File: src/rtl/jt89_noise_pkg.sv
// jt89_noise_pkg
// Shared constants for the JT89 noise channel: rate-counter reload values
// per NF setting, the LFSR seed and a decoded view of the control register.
package jt89_noise_pkg;

   // Rate-counter reload values selected by NF. NF = 3 hands the shift
   // clock to tone channel 2; the counter keeps running with the NF = 0 value.
   localparam logic [6:0] NF0_RELOAD = 7'd16;
   localparam logic [6:0] NF1_RELOAD = 7'd32;
   localparam logic [6:0] NF2_RELOAD = 7'd64;

   // Seed loaded at reset and on every control write.
   localparam logic [15:0] JT89_LFSR_INIT = 16'h8000;

   // Noise control register: FB (1 = white, 0 = periodic) and NF rate select.
   typedef struct packed {
      logic       fb;
      logic [1:0] nf;
   } noise_ctrl_t;

   function automatic logic [6:0] nf_reload(input logic [1:0] nf);
      logic [6:0] n;
      case (nf)
         2'd1:    n = NF1_RELOAD;
         2'd2:    n = NF2_RELOAD;
         default: n = NF0_RELOAD;
      endcase
      return n;
   endfunction

endpackage

File: src/rtl/jt89_vol.sv
// jt89_vol
// Attenuation table shared by the tone and noise channels: maps a 4-bit
// attenuation (2 dB steps, 0 = loudest, 15 = silent) to a 9-bit unsigned
// amplitude, registered.
// Ports:
//   clk, rst : system clock, asynchronous active-high reset
//   vol      : attenuation code
//   amp      : registered amplitude, 0..511
module jt89_vol (
   input  logic       clk,
   input  logic       rst,
   input  logic [3:0] vol,
   output logic [8:0] amp
);

   logic [8:0] amp_d;

   always_comb begin
      amp_d = 9'd0;
      case (vol)
         4'd0:  amp_d = 9'd511;
         4'd1:  amp_d = 9'd406;
         4'd2:  amp_d = 9'd322;
         4'd3:  amp_d = 9'd256;
         4'd4:  amp_d = 9'd203;
         4'd5:  amp_d = 9'd162;
         4'd6:  amp_d = 9'd128;
         4'd7:  amp_d = 9'd102;
         4'd8:  amp_d = 9'd81;
         4'd9:  amp_d = 9'd64;
         4'd10: amp_d = 9'd51;
         4'd11: amp_d = 9'd41;
         4'd12: amp_d = 9'd32;
         4'd13: amp_d = 9'd26;
         4'd14: amp_d = 9'd20;
         default: amp_d = 9'd0;
      endcase
   end

   always_ff @(posedge clk or posedge rst) begin
      if (rst) amp <= 9'd0;
      else     amp <= amp_d;
   end

endmodule

File: src/rtl/jt89_noise.sv
// jt89_noise
// Noise channel of the JT89 PSG. A 7-bit rate counter (or tone channel 2's
// rising edge when NF = 3) clocks an LFSR; the LFSR output bit gates the
// attenuation-table amplitude sent to the mixer.
// Ports:
//   clk, rst : system clock, asynchronous active-high reset
//   clk_en   : tone-rate tick; all counting is qualified by it
//   ctrl     : {FB, NF[1:0]} noise control register
//   ctrl_wr  : one-cycle pulse on a control-register write
//   vol      : attenuation code, 0 = loudest, 15 = silent
//   ch2_edge : one-cycle pulse (with clk_en) on tone 2 rising edge
//   noise    : 9-bit unsigned amplitude to the mixer
module jt89_noise
   import jt89_noise_pkg::*;
#(
   parameter int                LFSR_W    = 16,
   parameter int                TAP       = 3,
   parameter logic [LFSR_W-1:0] LFSR_INIT = LFSR_W'(JT89_LFSR_INIT)
) (
   input  logic       rst,
   input  logic       clk,
   input  logic       clk_en,
   input  logic [2:0] ctrl,
   input  logic       ctrl_wr,
   input  logic [3:0] vol,
   input  logic       ch2_edge,
   output logic [8:0] noise
);

   noise_ctrl_t       cfg;
   logic [6:0]        cnt;
   logic              half;
   logic [LFSR_W-1:0] lfsr;
   logic              gate_q;
   logic [8:0]        amp;
   logic              reload;
   logic              shift_en;
   logic              fb;

   assign cfg = ctrl;

   // The counter reloads every N ticks and toggles half; a shift is taken on
   // the reload that closes a full half-cycle pair, so the first shift after
   // reset or a write lands 2N ticks later and then every 2N ticks.
   assign reload   = clk_en && (cnt == 7'd1);
   assign shift_en = (cfg.nf == 2'd3) ? (clk_en && ch2_edge) : (reload && half);
   assign fb       = cfg.fb ? (lfsr[0] ^ lfsr[TAP]) : lfsr[0];

   always_ff @(posedge clk or posedge rst) begin
      if (rst) begin
         cnt    <= NF0_RELOAD;
         half   <= 1'b0;
         lfsr   <= LFSR_INIT;
         gate_q <= 1'b0;
      end else begin
         gate_q <= lfsr[0];
         // A control write overrides any reload or shift on the same clk.
         if (ctrl_wr) begin
            cnt  <= nf_reload(cfg.nf);
            half <= 1'b0;
            lfsr <= LFSR_INIT;
         end else begin
            if (clk_en) begin
               if (reload) begin
                  cnt  <= nf_reload(cfg.nf);
                  half <= ~half;
               end else begin
                  cnt  <= cnt - 7'd1;
               end
            end
            if (shift_en) lfsr <= {fb, lfsr[LFSR_W-1:1]};
         end
      end
   end

   jt89_vol u_vol (
      .clk (clk),
      .rst (rst),
      .vol (vol),
      .amp (amp)
   );

   // Both operands come straight from flops, so the output is glitch-free and
   // a change of either the LFSR bit or vol shows up exactly one clk later.
   assign noise = gate_q ? amp : 9'd0;

endmodule

File: config.mk
export PLATFORM = sky130hd
export DESIGN_NAME = jt89_noise
export DESIGN_NICKNAME = d
export VERILOG_FILES = /design/src/rtl/jt89_noise_pkg.sv /design/src/rtl/jt89_vol.sv /design/src/rtl/jt89_noise.sv
export SDC_FILE = /design/constraint.sdc
export NUM_CORES = 1
export LEC_CHECK = 0
export ABC_CLOCK_PERIOD_IN_PS = 2500
export BUFFER_PORTS_ARGS = -buffer_cell sky130_fd_sc_hd__buf_2
export CAP_MARGIN = 20
export CORE_MARGIN = 4
export CORE_UTILIZATION = 31
export DETAILED_ROUTE_END_ITERATION = 8
export PLACE_DENSITY_LB_ADDON = 0.08
export SYNTH_ARGS = -nofsm -noshare
export SYNTH_HDL_FRONTEND = slang
export SYNTH_SLANG_ARGS = --single-unit
File: constraint.sdc
create_clock -name clk -period 2.5 [get_ports clk]
set_input_delay 0.375 -clock clk [delete_from_list [all_inputs] [get_ports clk]]
set_output_delay 0.375 -clock clk [all_outputs]
set_load 0.05 [all_outputs]
After elaboration in Yosys (flattened, before gate mapping)
Memory sizes are Yosys's and may differ from the RTL's. A register that Yosys moved wholly into a read port is not among the register bits. Cells that the tools add are included.

Flip-flop bits (word level): 25. ROM bits: 144. Logic and storage cells: 31. Memories kept: 1.

$add $sub $neg: 1. Eq/ne operators: 4. Mux-type cells: 12. Bitwise logic cells: 2. Reduce and logical (&&, ||, !) cells: 7.

Memory list: (name not given) (depth 16, width 9, read ports 1, clocked after Yosys merged registers in 1, write ports 0, RTL line jt89_vol.sv:20) `case (vol)`.

Operators by type and width (count): $mux W16 (2); $mux W7 (3); $pmux W7 S2 (1); $mux W9 (1); $eq A7 B1 Y1 const B (1); $sub A7 B1 Y7 const B (1); $reduce_bool A2 Y1 (3); $mux W1 (5); $eq A2 B2 Y1 const B (2); $logic_and A1 B1 Y1 (3); $eq A2 B1 Y1 const B (1); $reduce_and A2 Y1 (1); $not A1 Y1 (1); $xor A1 B1 Y1 (1).

Depth between registers and ports, before layout
Word-level depth: 6. Mapped depth: 7. Depth with buffers taken out: 6.

Cells and area by module
Synthesis repeated with hierarchy kept, for this count alone.

Cell total of the unflattened synthesis: 191. Area total of the unflattened synthesis: 1989.4 um^2.

Modules (own cells, without submodules): jt89_noise (instances 1, cells each 146, area an instance 1468.9 um^2, seq. area each 628.1 um^2); jt89_vol (instances 1, cells each 45, area an instance 520.5 um^2, seq. area each 225.2 um^2).

Worst setup path after synthesis
Ideal clock, no wire load.

Path type: reg2reg. Start: register cnt[1]. End: register lfsr[2]. Setup time: 132 ps. Arrival: 1435 ps. Path slack: 934 ps. Stages on the path, launching flop included: 8. Path buffers: 1. Period minus slack after synthesis: 1566 ps. Path through: dfrtp_1 inv_1 ha_1 nor3b_1 a41oi_2 buf_2 nand2_1 o21ai_0.

Longest elaborated chain between the ends: 5.

RTL lines: from (decl) (RTL line jt89_noise.sv:31) `logic [6:0] cnt;`; from (signal assigned) (RTL line jt89_noise.sv:59) `cnt <= nf_reload(cfg.nf);`; from (signal assigned) (RTL line jt89_noise.sv:65) `cnt <= nf_reload(cfg.nf);`; from (signal assigned) (RTL line jt89_noise.sv:68) `cnt <= cnt - 7'd1;`; $eq A7 B1 Y1 (RTL line jt89_noise.sv:45) `assign reload = clk_en && (cnt == 7'd1);`; $logic_and A1 B1 Y1 (RTL line jt89_noise.sv:45); $logic_and A1 B1 Y1 (RTL line jt89_noise.sv:46) `assign shift_en = (cfg.nf == 2'd3) ? (clk_en && ch2_edge) : (reload && half);`; $mux W1 (RTL line jt89_noise.sv:46); $reduce_bool A2 Y1 (no line); to (signal assigned) (RTL line jt89_noise.sv:71) `if (shift_en) lfsr <= {fb, lfsr[LFSR_W-1:1]};`; to (decl) (RTL line jt89_noise.sv:33) `logic [LFSR_W-1:0] lfsr;`.

No other way between the ends. A chain may end at the register's enable or synchronous reset.

Final worst setup path
Start: register cnt[1]. End: register lfsr[8].

The elaborated chain is that of the path after synthesis.

==> summary.txt <==
Clocking
  • Hold_buf cts: 0
  • Post-CTS sizing: 0
  • Worst-path clk slew: 0.07 ns
  • Worst-case clock buffer depth: 2
  • Htree depth: 2
  • Post-CTS Setup Inserts: 0
  • Worst skew pair latency: 0.28 ns
  • CTS buffer count: 5
  • Sink Count: 34
  • CTS tree: done
  • Clock Tree Root: clkbuf_8

Critical path
  • CP arrival: 1.86 ns
  • CP Launch Type: flip-flop
  • R2R depth: 7
  • Crit end category: flip-flop
  • CP required: between 2 and 3 ns
  • CP Max Fanout: 32
  • Kind of critical path: flip-flop to flip-flop

Synth
  • Post-synthesis cell area: 1800 sq um
  • Asr flop ratio synth: 100%
  • Post-synth top area share: 44.5%
  • Cells after Synth: 190
  • Area leader, netlist: dfrtp_1
  • Synth Flop Type: dfrtp_1
  • Mean post-synth cell area: 9.46 sq um
  • Post-synthesis mux area share: 2.30%
  • Post-Synth Adder-Cell Area: 7.65%
  • Distinct cells, synth: 35
  • Syn. warnings: 0
  • Simple-gate share of the synthesized area: 24.3%
  • Syn nets: 213
  • Post-synth EDFFs: 0
  • Largest family of logic cells by synthesized area: simple AND/OR/NAND/NOR gates
  • Sequential element share of the synthesized area: around 47%
  • Synth area leaders: dfrtp_1 45%, ha_1 7.7%, nand2b_1 6.3%, nand2_1 4.0%, o21ai_1 3.9%
  • Synthesized-area fraction occupied by ao, oa, aoi and oai cells: 12.6%
  • Yosys reg bits: 34
  • Synth Area in XOR/XNOR: about 1.5%

Detailed routing
  • Routed vias/inst: about 4.6
  • Iteration-0 DRC Markers: 44
  • Drt total wl: 3.43 mm
  • Drt wl/cell: 12.2 um
  • Drt pass-1 iters: 4
  • DRC Markers: 0
  • ANT nets after route: 0
  • Via count: 1,290

Power and ir drop
  • Pwr dens: 600 nW/um^2
  • Worst vdd ir: about 0.22 mV
  • Tot Pwr: 1240 uW
  • P_leak: 0.000958 uW

Global route
  • Total track usage: between 10 and 15%
  • Remaining global-route overflow: 0
  • Vias in the first global route: 1,368
  • Largest net degree at the start of global routing: 35
  • Initial antenna violation count: 0
  • First-pass GRT wire length: 6.40 mm

Timing
  • Setup TNS: 0 ns
  • Slew Limit Headroom: 70.4%
  • Clock skew: 0.00368 ns
  • Period utilization: around two thirds
  • Slew Viols, Final: 0
  • Fmax: 586 MHz
  • Final worst slack: 0.795 ns
  • Slew @ Worst Pin: 0.443 ns
  • Final hold vios: 0
  • Final setup fails: 0
  • RSZ-0062 raised after global routing: false
  • Tmin final: between 1.5 and 2 ns

Run
  • Number of max-cap violations: 0

Die
  • Core area: 5570 sq um
  • Starting Density: 32.3%
  • Die area: 7080 sq um
  • Die X-Extent: 84.2 um
  • IO Pins: 21
  • Die Ht: 84.2 um
  • Num rows: 27

Final layout
  • Core Util, Final: 37.1%
  • # nets final: 232
  • Share of layout cells above drive strength 1: 17.1%
  • Leading cell type in the layout, fill and taps excluded: dfrtp_1
  • N_diodes: 0
  • Commonest cells after routing, fill and taps aside: 32 x dfrtp_1, 20 x buf_2, 19 x nand2_1, 18 x nand2b_1, 18 x nor2_1
  • Area Overhead vs Synth: 15.2%

Placement
  • Pre-CTS setup slack: ~0.8 ns
  • GPL Wtd Cong: 0.799
  • Port Buffer Count: 20
  • HPWL Detailed: 2.46 mm

Worst hold path
  • Min-Delay Path Class: input port to asynchronous set/reset pin

Run status
  • Run status: complete, no violations
==> critical path, stage by stage (launching register included) <==
cell     delay [ns]
dfrtp_1        0.40
inv_1          0.10
ha_1           0.17
nor3b_1        0.36
a41oi_2        0.15
buf_4          0.24
nand2_1        0.09
o21ai_1        0.06
==> registers in the layout, indices dropped and copies added, names as in the netlist <==
name	count
gate_q	1
cnt	7
lfsr	16
half	1
u_vol.amp	9
==> final timing paths <==
kind | start | end | slack [ns]
max in group asynchronous | rst | lfsr[15]$_DFFE_PP1P_ | 1.97
hold / removal | rst | cnt[5]$_DFFE_PP0P_ | 0.18
setup / recovery | cnt[1]$_DFFE_PP0P_ | lfsr[8]$_DFFE_PP0P_ | 0.79
hold reg to reg | lfsr[0]$_DFFE_PP0P_ | gate_q$_DFF_PP0_ | 0.46
setup reg to reg | cnt[1]$_DFFE_PP0P_ | lfsr[8]$_DFFE_PP0P_ | 0.79
min in group clk | clk_en | cnt[1]$_DFFE_PP0P_ | 0.45
==> synthesized netlist by cell type (2+ instances only) <==
library cell  count
and2_1           10
ha_1             11
nand3_1           4
nor2b_1           3
a211oi_1          3
buf_2             3
clkbuf_1          6
nand3b_1          2
o21ai_1          14
nand2b_1         18
nor3b_1           2
mux2i_1           3
o21ai_0           4
nor3_1            3
a21oi_1           8
dfrtp_1          32
nor2_1           18
xor2_1            2
dfstp_2           2
inv_1             9
nand2_1          19
==> routing by layer <==
layer | GRT usage, % | vias to the layer above | wire length [um]
li1 | - | 668 | -
met1 | 13.2 | 606 | 1570
met2 | 18.7 | 12 | 1720
met3 | 3.43 | 4 | 99
met4 | 3.95 | 0 | 43
met5 | 0 | - | 0
==> final cells by class <==
type / count / area (sq um)
Sequential cell: 34 / 853
Timing Repair Buffer: 22 / 115
Multi-Input combinational cell: 137 / 868
Fill cell: 597 / 3500
Inverter: 9 / 33.8
Tap cell: 72 / 90.1
Clock buffer: 8 / 110
==> cell families after synthesis <==
family / Yosys count
fa+ha+maj: 11
compound gates: 37
mux: 4
buf+inv: 19
flops: 34
xor+xnor: 3
simple gates: 82
==> where the power goes <==
group	internal, uW	total (uW)	switching, uW	leakage (uW)
registers	587	615	28.2	0.000445
logic	68.5	159	90.5	0.000455
clock network	278	469	191	0.0000575
total	933	1240	310	0.000958
==> metrics by stage <==
step	hold slack [ns]	cells	area [sq um]
after detailed placement	0.447	274	1960
after floorplan	0.393	190	1800
after global placement	0.442	274	1960
final	0.176	282	2070
after global routing	0.222	282	2070
after CTS	0.192	282	2070
No activity file was read; power rests on OpenSTA's default activity.
